<file path="config.mk">
export PLATFORM = sky130hd
export DESIGN_NAME = msg_echo_bridge
export DESIGN_NICKNAME = d
export VERILOG_FILES = /design/src/rtl/msg_bridge_pkg.sv /design/src/rtl/msg_fifo.sv /design/src/rtl/msg_echo_bridge.sv
export SDC_FILE = /design/constraint.sdc
export NUM_CORES = 1
export LEC_CHECK = 0
export BUFFER_PORTS_ARGS = -buffer_cell sky130_fd_sc_hd__buf_2
export CAP_MARGIN = 5
export CORE_MARGIN = 5
export CORE_UTILIZATION = 42
export DETAILED_ROUTE_END_ITERATION = 6
export GPL_TIMING_DRIVEN = 0
export PLACE_DENSITY_LB_ADDON = 0.3
export SYNTH_ARGS = -nofsm -noshare
export SYNTH_HDL_FRONTEND = slang
export SYNTH_HIERARCHICAL = 1
export SYNTH_SLANG_ARGS = --single-unit
</file>
<file path="constraint.sdc">
create_clock -name clock -period 6.7 [get_ports clock]
set_input_delay 2.01 -clock clock [delete_from_list [all_inputs] [get_ports clock]]
set_output_delay 2.01 -clock clock [all_outputs]
set_load 0.1 [all_outputs]
</file>
<file path="src/rtl/msg_bridge_pkg.sv">
// msg_bridge_pkg: shared types, ASCII bounds and the per-field case transform
// for msg_echo_bridge.
//   mode_t      : transform select (pass / toggle case / force upper / force lower)
//   state_t     : transmit FSM states
//   xform_field : transforms one field value; callers zero-extend fields to XF_W
//                 bits and truncate the result back (fields up to 32 bits wide).
package msg_bridge_pkg;

    typedef enum logic [1:0] {
        MODE_PASS   = 2'b00,
        MODE_TOGGLE = 2'b01,
        MODE_UPPER  = 2'b10,
        MODE_LOWER  = 2'b11
    } mode_t;

    typedef enum logic [1:0] {
        ST_IDLE  = 2'b00,
        ST_SEND  = 2'b01,
        ST_GUARD = 2'b10
    } state_t;

    localparam int unsigned XF_W = 32;

    localparam logic [XF_W-1:0] ASCII_UPPER_LO = 32'h41;
    localparam logic [XF_W-1:0] ASCII_UPPER_HI = 32'h5A;
    localparam logic [XF_W-1:0] ASCII_LOWER_LO = 32'h61;
    localparam logic [XF_W-1:0] ASCII_LOWER_HI = 32'h7A;
    localparam logic [XF_W-1:0] CASE_DELTA     = 32'h20;

    // Only letters are ever shifted by CASE_DELTA, so no value can wrap.
    function automatic logic [XF_W-1:0] xform_field(input logic [XF_W-1:0] value,
                                                    input mode_t           mode);
        logic            is_upper;
        logic            is_lower;
        logic [XF_W-1:0] result;
        is_upper = (value >= ASCII_UPPER_LO) && (value <= ASCII_UPPER_HI);
        is_lower = (value >= ASCII_LOWER_LO) && (value <= ASCII_LOWER_HI);
        result   = value;
        case (mode)
            MODE_TOGGLE: begin
                if (is_upper)      result = value + CASE_DELTA;
                else if (is_lower) result = value - CASE_DELTA;
            end
            MODE_UPPER: begin
                if (is_lower) result = value - CASE_DELTA;
            end
            MODE_LOWER: begin
                if (is_upper) result = value + CASE_DELTA;
            end
            default: result = value;
        endcase
        return result;
    endfunction

endpackage

</file>
<file path="src/rtl/msg_fifo.sv">
// msg_fifo: synchronous FIFO, registered count, no fall-through.
//   clock, reset      : clock and asynchronous active-high reset
//   push, push_data   : write request; ignored when full (fullness is the
//                       pre-pop state of this cycle)
//   pop               : read request; ignored when empty
//   head              : oldest entry (valid when !empty)
//   full, empty, count: status derived from the registered count
module msg_fifo #(
    parameter int unsigned WIDTH = 40,
    parameter int unsigned DEPTH = 4
) (
    input  logic                     clock,
    input  logic                     reset,
    input  logic                     push,
    input  logic [WIDTH-1:0]         push_data,
    input  logic                     pop,
    output logic [WIDTH-1:0]         head,
    output logic                     full,
    output logic                     empty,
    output logic [$clog2(DEPTH):0]   count
);

    localparam int unsigned AW = $clog2(DEPTH);
    localparam int unsigned CW = AW + 1;
    localparam logic [CW-1:0] FULL_CNT = CW'(DEPTH);

    logic [WIDTH-1:0] mem [DEPTH];
    logic [AW-1:0]    wr_ptr_q, wr_ptr_d;
    logic [AW-1:0]    rd_ptr_q, rd_ptr_d;
    logic [CW-1:0]    count_q, count_d;
    logic             push_ok;
    logic             pop_ok;

    assign full    = (count_q == FULL_CNT);
    assign empty   = (count_q == '0);
    assign count   = count_q;
    assign head    = mem[rd_ptr_q];
    assign push_ok = push && !full;
    assign pop_ok  = pop && !empty;

    always_comb begin
        wr_ptr_d = wr_ptr_q;
        rd_ptr_d = rd_ptr_q;
        count_d  = count_q;
        // DEPTH is a power of two, so the pointers wrap naturally.
        if (push_ok) wr_ptr_d = wr_ptr_q + 1'b1;
        if (pop_ok)  rd_ptr_d = rd_ptr_q + 1'b1;
        case ({push_ok, pop_ok})
            2'b10:   count_d = count_q + 1'b1;
            2'b01:   count_d = count_q - 1'b1;
            default: count_d = count_q;
        endcase
    end

    always_ff @(posedge clock or posedge reset) begin
        if (reset) begin
            wr_ptr_q <= '0;
            rd_ptr_q <= '0;
            count_q  <= '0;
        end else begin
            wr_ptr_q <= wr_ptr_d;
            rd_ptr_q <= rd_ptr_d;
            count_q  <= count_d;
        end
    end

    // Storage needs no reset: entries are only read once counted.
    always_ff @(posedge clock) begin
        if (push_ok) mem[wr_ptr_q] <= push_data;
    end

endmodule

</file>
<file path="src/rtl/msg_echo_bridge.sv">
// msg_echo_bridge: buffered bridge from UART receiver to transmitter.
// Received messages are queued, each non-tag field gets the selected ASCII
// case transform at pop time, and the result is presented to the transmitter
// with a one-cycle isNew_out pulse followed by a guard interval.
//   clock, reset            : clock, asynchronous active-high reset
//   isNew_in, message_in    : receiver pulse and message
//   mode                    : 00 pass, 01 toggle, 10 upper, 11 lower
//   ready                   : transmitter idle
//   isNew_out, message_out  : transmit pulse and held message
//   overflow, clear_ovf     : sticky drop flag and its clear (set wins)
//   occupancy               : FIFO count
//   msg_count, drop_count   : saturating statistics; real counters only when
//                             MSG_BRIDGE_STATS_EN is defined, otherwise 0
module msg_echo_bridge
    import msg_bridge_pkg::*;
#(
    parameter int unsigned NUM_FIELDS = 5,
    parameter int unsigned FIELD_W    = 8,
    parameter int unsigned DEPTH      = 4,
    parameter int unsigned GUARD      = 2
) (
    input  logic                          clock,
    input  logic                          reset,
    input  logic                          isNew_in,
    input  logic [NUM_FIELDS*FIELD_W-1:0] message_in,
    input  logic [1:0]                    mode,
    input  logic                          ready,
    output logic                          isNew_out,
    output logic [NUM_FIELDS*FIELD_W-1:0] message_out,
    output logic                          overflow,
    input  logic                          clear_ovf,
    output logic [$clog2(DEPTH):0]        occupancy,
    output logic [15:0]                   msg_count,
    output logic [15:0]                   drop_count
);

    localparam int unsigned MSG_W      = NUM_FIELDS * FIELD_W;
    localparam int unsigned GCW        = (GUARD > 1) ? $clog2(GUARD) : 1;
    localparam logic [GCW-1:0] GUARD_LOAD = GCW'((GUARD > 0) ? GUARD - 1 : 0);

    logic [MSG_W-1:0] fifo_head;
    logic             fifo_full;
    logic             fifo_empty;
    logic             push_req;
    logic             drop;
    logic             pop;
    logic [MSG_W-1:0] xform_msg;

    state_t           state_q, state_d;
    logic [GCW-1:0]   guard_cnt_q, guard_cnt_d;
    logic             is_new_q, is_new_d;
    logic [MSG_W-1:0] message_q, message_d;
    logic             overflow_q, overflow_d;

    assign push_req = isNew_in;
    assign drop     = isNew_in && fifo_full;

    msg_fifo #(
        .WIDTH (MSG_W),
        .DEPTH (DEPTH)
    ) u_fifo (
        .clock     (clock),
        .reset     (reset),
        .push      (push_req),
        .push_data (message_in),
        .pop       (pop),
        .head      (fifo_head),
        .full      (fifo_full),
        .empty     (fifo_empty),
        .count     (occupancy)
    );

    // Field 0 is the tag and is copied through untouched.
    always_comb begin
        xform_msg = fifo_head;
        for (int unsigned f = 1; f < NUM_FIELDS; f++) begin
            xform_msg[f*FIELD_W +: FIELD_W] =
                FIELD_W'(xform_field(XF_W'(fifo_head[f*FIELD_W +: FIELD_W]), mode_t'(mode)));
        end
    end

    always_comb begin
        state_d     = state_q;
        guard_cnt_d = guard_cnt_q;
        is_new_d    = 1'b0;
        message_d   = message_q;
        pop         = 1'b0;
        overflow_d  = overflow_q;

        if (drop)           overflow_d = 1'b1;
        else if (clear_ovf) overflow_d = 1'b0;

        case (state_q)
            ST_IDLE: begin
                if (ready && !fifo_empty) begin
                    pop       = 1'b1;
                    message_d = xform_msg;
                    is_new_d  = 1'b1;
                    state_d   = ST_SEND;
                end
            end
            ST_SEND: begin
                if (GUARD == 0) begin
                    state_d = ST_IDLE;
                end else begin
                    state_d     = ST_GUARD;
                    guard_cnt_d = GUARD_LOAD;
                end
            end
            ST_GUARD: begin
                // Leave when the decremented count reaches zero; a load of
                // zero (GUARD=1) leaves after a single guard cycle.
                if (guard_cnt_q <= GCW'(1)) begin
                    state_d     = ST_IDLE;
                    guard_cnt_d = '0;
                end else begin
                    guard_cnt_d = guard_cnt_q - 1'b1;
                end
            end
            default: state_d = ST_IDLE;
        endcase
    end

    always_ff @(posedge clock or posedge reset) begin
        if (reset) begin
            state_q     <= ST_IDLE;
            guard_cnt_q <= '0;
            is_new_q    <= 1'b0;
            message_q   <= '0;
            overflow_q  <= 1'b0;
        end else begin
            state_q     <= state_d;
            guard_cnt_q <= guard_cnt_d;
            is_new_q    <= is_new_d;
            message_q   <= message_d;
            overflow_q  <= overflow_d;
        end
    end

    assign isNew_out   = is_new_q;
    assign message_out = message_q;
    assign overflow    = overflow_q;

`ifdef MSG_BRIDGE_STATS_EN
    logic [15:0] msg_count_q, msg_count_d;
    logic [15:0] drop_count_q, drop_count_d;

    always_comb begin
        msg_count_d  = msg_count_q;
        drop_count_d = drop_count_q;
        if (is_new_d && (msg_count_q != 16'hFFFF))  msg_count_d  = msg_count_q + 1'b1;
        if (drop && (drop_count_q != 16'hFFFF))     drop_count_d = drop_count_q + 1'b1;
    end

    always_ff @(posedge clock or posedge reset) begin
        if (reset) begin
            msg_count_q  <= '0;
            drop_count_q <= '0;
        end else begin
            msg_count_q  <= msg_count_d;
            drop_count_q <= drop_count_d;
        end
    end

    assign msg_count  = msg_count_q;
    assign drop_count = drop_count_q;
`else
    assign msg_count  = '0;
    assign drop_count = '0;
`endif

endmodule

</file>
Word level (Yosys, flattened, before mapping) --
Memory sizes are Yosys's and may differ from the RTL's. Cells that the tools add are included.
Operators by class: add/sub/neg operators 13, order comparisons 17, eq/ne operators 10, mux-type cells 28, reduce and logical (&&, ||, !) cells 21
Operator list (number):
- 8-bit two-way mux | 12
- 8-bit case mux with 3 select lines | 4
- 8-bit by 7-bit >= comparator with 1-bit output (second input constant) | 8
- 8-bit by 7-bit less-or-equal comparator with 1-bit output (second input constant) | 8
- 8-bit by 6-bit adder with 8-bit output (second input constant) | 4
- 8-bit by 6-bit subtractor with 8-bit output (second input constant) | 4
- 1-bit logical AND | 12
- 2-bit equality test (second input constant) | 4
- 1-bit two-way mux | 7
- 2-bit by 1-bit equality test with 1-bit output (second input constant) | 3
- 2-bit case mux with 3 select lines | 1
- 3-bit case mux with 2 select lines | 1
- 2-bit nonzero test | 3
- 2-bit by 1-bit adder with 2-bit output (second input constant) | 2
- 2-bit two-way mux | 2
- 2-bit inequality test (second input constant) | 2
- 2-bit AND reduction | 2
- 3-bit by 1-bit adder with 3-bit output (second input constant) | 1
- 3-bit equality test (second input constant) | 1
- 3-bit logical NOT | 1
- 3-bit by 1-bit subtractor with 3-bit output (second input constant) | 1
- 1-bit logical NOT | 2
- 2-bit logical NOT | 1
- 1-bit case mux with 2 select lines | 1
- other kinds (2) | 2
Storage, ports and cells: flip-flop bits (word level) 52, bits in writable memories 160, bits of input ports 47, output and inout bits 77, logic and storage cells 98, memories kept 1
Memories:
- u_fifo.mem | depth 4, width 40, read ports 1, clocked after memory_dff 0, write ports 1, RTL line msg_fifo.sv:27 | logic [WIDTH-1:0] mem [DEPTH];

Depth between registers and ports, before layout --
word-level depth 8, depth in mapped cells 12, mapped depth without buffers 10

Cells and area by module --
Netlist, hierarchy kept.
Modules (own cells, without submodules):
- msg_fifo | times used 1, cells each 248, area an instance 6253.5 um^2
- msg_echo_bridge | times used 1, cells each 308, area an instance 2562.5 um^2

Worst setup path before layout --
OpenSTA, ideal clock, no wires.
kind input port to flip-flop, start input ready, end register u_fifo.count_q[2] (netlist: u_fifo/count[2]), library setup time 163 ps, arrival 3946 ps, required time 6537 ps, setup slack 2591 ps, stages 11, buffers on the path 2, path through or4b_1 > buf_2 > inv_2 > buf_2 > o31a_1 > ha_1 > inv_1 > fa_1 > xor2_1 > nor2_1 > xor2_1
On the way: longest elaborated chain between the ends 6, elaborated cells between the ends (all ways) 8, classes of those cells 2 x eq/ne; 3 x mux; 3 x reduce/logical
Ends and longest elaborated chain:
- start: declaration | RTL line msg_echo_bridge.sv:27 | input logic ready,
- 1-bit logical AND (*) | RTL line msg_echo_bridge.sv:95 | if (ready && !fifo_empty) begin
- 1-bit two-way mux (*) (2 in series)
- named net is_new_d | RTL line msg_echo_bridge.sv:51 | logic is_new_q, is_new_d;
- 1-bit logical AND (*) | RTL line msg_fifo.sv:39 | assign pop_ok = pop && !empty;
- named net u_fifo.pop_ok | RTL line msg_fifo.sv:32 | logic pop_ok;
- 2-bit by 1-bit equality test with 1-bit output or 2-bit equality test (tied branches) | RTL line msg_fifo.sv:48 | case ({push_ok, pop_ok})
- 3-bit case mux with 2 select lines or 2-bit nonzero test (tied branches)
- end signal: assignment | RTL line msg_fifo.sv:63 | count_q <= count_d;
- end: declaration | RTL line msg_fifo.sv:30 | logic [CW-1:0] count_q, count_d;
Mark *: on every way through the listed nets, which the timed path passes. The rest lies on a longest branch. A chain may end at the register's enable or synchronous reset.

Worst setup path after layout --
Ends and elaborated chain as after synthesis.

==> tab_implementation.tex <==
\begin{tabular}{lr}
\hline
Metric & Value \\
\hline
\multicolumn{2}{l}{\textbf{Run status}} \\
Result of the run & completed \\
\multicolumn{2}{l}{\textbf{Placed design}} \\
Buffers on Ports & 91 \\
Final GP Congestion & between 0.8 and 0.9 \\
Placed cell count & roughly 960 \\
Post-detailed-placement half-perimeter wirelength & 13000 um \\
Pre-CTS worst setup slack & roughly 2.1 ns \\
\multicolumn{2}{l}{\textbf{Route}} \\
Wire per inst & around 18 um \\
Total vias in the final route & just over 5000 \\
Final antenna-violating net count & 0 \\
DRC errors left & 0 \\
Number of vias per cell & approximately 5 \\
Starting DRT DRC Count & approximately 320 \\
First-pass iteration count of the detailed router & 4 \\
Post-Route WL & around 18000 um \\
\multicolumn{2}{l}{\textbf{Critical path}} \\
Crit path kind & input pin to flop \\
Largest fanout of any net on the critical path & 11 \\
Setup crit start kind & input pin \\
Required time at the worst-slack endpoint & between 7 and 8 ns \\
Nature of the critical path endpoint & flop \\
Endpoint arrival time on the critical path & around 4.5 ns \\
\multicolumn{2}{l}{\textbf{STA}} \\
Endpoints failing setup & 0 \\
Worst hold slack & 0.425 ns \\
RSZ-0062 raised after global routing & false \\
Fin Clk Skew & 0.00696 ns \\
Worst setup margin & roughly 2.6 ns \\
Portion of the clock cycle consumed by the worst path in the final layout & between 60\% and 70\% \\
Minimum clock period after layout & just over 4 ns \\
Sum of negative setup slack & 0 ns \\
Fmax & approximately 240 MHz \\
Actual transition at the worst max-transition pin & 0.767 ns \\
Endpoints failing hold & 0 \\
Worst slew margin relative to its limit & 48.9\% \\
Pins Over Slew Limit & 0 \\
\multicolumn{2}{l}{\textbf{Synth}} \\
Proportion of register bits with asynchronous set or reset after synthesis & between 20\% and 30\% \\
Part of the Yosys area used for sequential elements & 69.0\% \\
Netlist area before placement & 0.00882 mm\^{}2 \\
Post-Synthesis Mean Instance Area & approximately 16 um\^{}2 \\
Number of distinct library cell variants in the gate-level netlist after synthesis & between 50 and 60 \\
Number of enable flip-flop cells after synthesis & 160 \\
Synth Warn \# & 6 \\
Top flip-flop cell by instance count after synthesis & sky130\_fd\_sc\_hd\_\_edfxtp\_1 \\
Synthesis-stage register bit count & between 200 and 250 \\
Gate Count Post-Synth & $\sim$560 \\
\multicolumn{2}{l}{\textbf{Clocking}} \\
\# hold bufs at CTS & 0 \\
Insertion delay to the later sink of the worst-skew pair & around 0.49 ns \\
Root buffer cell & sky130\_fd\_sc\_hd\_\_clkbuf\_16 \\
H-tree Lvls & 1 \\
Clock-pin slew of the registers on the worst-case setup and hold paths & around 0.060 ns \\
Number of sinks driven by the clock tree & between 200 and 250 \\
Max Root-Sink Buffers & 3 \\
CTS tree & yes \\
Total of cells resized after clock tree synthesis & 0 \\
Post-CTS Setup Repair Bufs & 0 \\
Number of buffers created by CTS & 22 \\
\multicolumn{2}{l}{\textbf{GRT}} \\
Total routing usage reported by global routing & 15.4\% \\
Antenna violations before repair & 2 \\
Pin count of the biggest net entering global routing & 28 \\
GRT Residual Overflow & 0 \\
Wire length of the first global-routing pass & just under 30000 um \\
Number of global-route vias before repair & 5290 \\
\multicolumn{2}{l}{\textbf{Floorplanning}} \\
Placeable core area & between 0.02 and 0.025 mm\^{}2 \\
DIE WIDTH & between 150 and 200 um \\
Boundary pin count & around 120 \\
Rows & between 50 and 60 \\
Die Span Y & 155 um \\
Effective utilization at floorplan & 42.3\% \\
DIE AREA & around 0.024 mm\^{}2 \\
\multicolumn{2}{l}{\textbf{Flow run}} \\
Number of max-cap violations & 0 \\
\multicolumn{2}{l}{\textbf{Final layout}} \\
Share of cells above drive strength 1 & roughly a third \\
Fill cell instance count of the final layout & approximately 1800 \\
Count of nets after finishing & 768 \\
Count of placed standard cells in the final layout, fillers left out & $\sim$1000 \\
Number of inserted diodes & 0 \\
Post-synthesis to final-layout area growth & 19.9\% \\
\multicolumn{2}{l}{\textbf{Min path}} \\
Hold WC Path Type & flop to flop \\
\hline
\end{tabular}
==> area by class of cell <==
cell class | count | area (um^2) | area share, %
Sequential cell | 211 | 6080 | 57.5
Multi-Input combinational cell | 302 | 2360 | 22.3
Clock buffer | 30 | 612 | 5.79
Timing Repair Buffer | 96 | 563 | 5.33
Buffer | 52 | 413 | 3.91
Tap cell | 275 | 344 | 3.26
Clock inverter | 10 | 111 | 1.05
Inverter | 22 | 82.6 | 0.781
==> worst max-delay path, stage by stage <==
cell and delay, ns:
sky130_fd_sc_hd__buf_2 0.08, sky130_fd_sc_hd__or4b_1 0.43, sky130_fd_sc_hd__buf_2 0.23, sky130_fd_sc_hd__inv_2 0.12, sky130_fd_sc_hd__buf_2 0.29, sky130_fd_sc_hd__o31a_1 0.28, sky130_fd_sc_hd__ha_1 0.22, sky130_fd_sc_hd__inv_1 0.07
sky130_fd_sc_hd__fa_1 0.37, sky130_fd_sc_hd__xor2_1 0.15, sky130_fd_sc_hd__nor2_1 0.11, sky130_fd_sc_hd__xor2_1 0.17
==> cells by family after synthesis <==
group | Yosys count | synth area share [%]
AOI/OAI and AO/OA | 48 | 3.90
xor gates and xnor gates | 7 | 0.695
adders and majority gates | 14 | 2.07
buffers and inverters | 74 | 5.62
DFF | 211 | 69.0
muxes | 43 | 10.7
other | 1 | 0.0425
and+or+nand+nor | 158 | 8.03
==> cell usage after synthesis, types with 2 or more instances <==
master                        n  area (um^2)
sky130_fd_sc_hd__nor4_1       4         25.0
sky130_fd_sc_hd__nand4_1      2         12.5
sky130_fd_sc_hd__nand2b_1     3         18.8
sky130_fd_sc_hd__o31ai_1      2         15.0
sky130_fd_sc_hd__o21ai_0      5         25.0
sky130_fd_sc_hd__mux4_2      38          856
sky130_fd_sc_hd__nand3_1      5         25.0
sky130_fd_sc_hd__o22ai_1      2         12.5
sky130_fd_sc_hd__edfxtp_1   160         4800
sky130_fd_sc_hd__nand3b_1     2         15.0
sky130_fd_sc_hd__o21ai_1      5         25.0
sky130_fd_sc_hd__xor2_1       4         35.0
sky130_fd_sc_hd__mux2i_1      2         20.0
sky130_fd_sc_hd__inv_1       21         78.8
sky130_fd_sc_hd__a21oi_1      9         45.0
sky130_fd_sc_hd__buf_4       32          240
sky130_fd_sc_hd__buf_12       4         80.1
sky130_fd_sc_hd__o2bb2ai_1    2         17.5
sky130_fd_sc_hd__nand2_1    100          375
sky130_fd_sc_hd__nor3_1       3         15.0
sky130_fd_sc_hd__o211ai_1     2         15.0
sky130_fd_sc_hd__buf_2        8         40.0
sky130_fd_sc_hd__nor2_1      21         78.8
sky130_fd_sc_hd__mux4_1       2         52.6
sky130_fd_sc_hd__a31oi_1      3         18.8
sky130_fd_sc_hd__buf_6        3         33.8
sky130_fd_sc_hd__o41ai_1      2         17.5
sky130_fd_sc_hd__o2111ai_1    4         35.0
sky130_fd_sc_hd__or4_1        4         30.0
sky130_fd_sc_hd__xnor2_1      3         26.3
sky130_fd_sc_hd__clkbuf_1     5         18.8
sky130_fd_sc_hd__ha_1        13          163
sky130_fd_sc_hd__dfrtp_1     51         1280
sky130_fd_sc_hd__and2_1       6         37.5
==> per-stage QoR <==
step | area (um^2) | util [%]
after global placement | 9730 | 46.7
final | 10600 | 50.8
after detailed placement | 9840 | 47.3
after global routing | 10600 | 50.8
after floorplan | 8930 | -
after CTS | 10600 | 50.8
==> layout by cell type, fill, tap and decap left out, drive strengths merged, types with 6 or more instances in the layout <==
cell	n
mux4	40
clkbuf	35
ha	13
buf	143
inv	22
o21ai	11
nor2	22
and2	6
dfrtp	51
edfxtp	160
a21oi	9
nand2	100
conb	32
==> path summary, 6_finish.rpt <==
kind,startpoint,end,slack (ns),depth (start not counted)
setup / recovery,ready,u_fifo/count[2],2.58,12
hold / removal,state_q[1],state_q[1],0.42,1
setup reg to reg,u_fifo/count[0],u_fifo/count[2],3.59,12
hold reg to reg,state_q[1],state_q[1],0.42,1
max in group asynchronous,reset,message_out[10],4.65,3
min in group asynchronous,reset,u_fifo/wr_ptr_q[0],1.47,2
==> routing by layer <==
| metal | part of all wire [%] | vias to the layer above | GRT usage [%] |
|---|---|---|---|
| met2 | 49 | 212 | 25.9 |
| met5 | 0.10 | - | 0 |
| met4 | 1.6 | 4 | 3.32 |
| li1 | - | 2333 | - |
| met1 | 41 | 2483 | 20.7 |
| met3 | 8.1 | 33 | 3.42 |
==> state kept, by name, indices dropped and copies added, names as in the netlist <==
signal / cells
state_q: 2
message_out: 40
u_fifo/rd_ptr_q: 2
u_fifo/count: 3
overflow: 1
u_fifo/mem: 160
u_fifo/wr_ptr_q: 2
isNew_out: 1
Power is not shown: default switching activity piles up to over one toggle a cycle in this logic, so the estimate is an artifact.
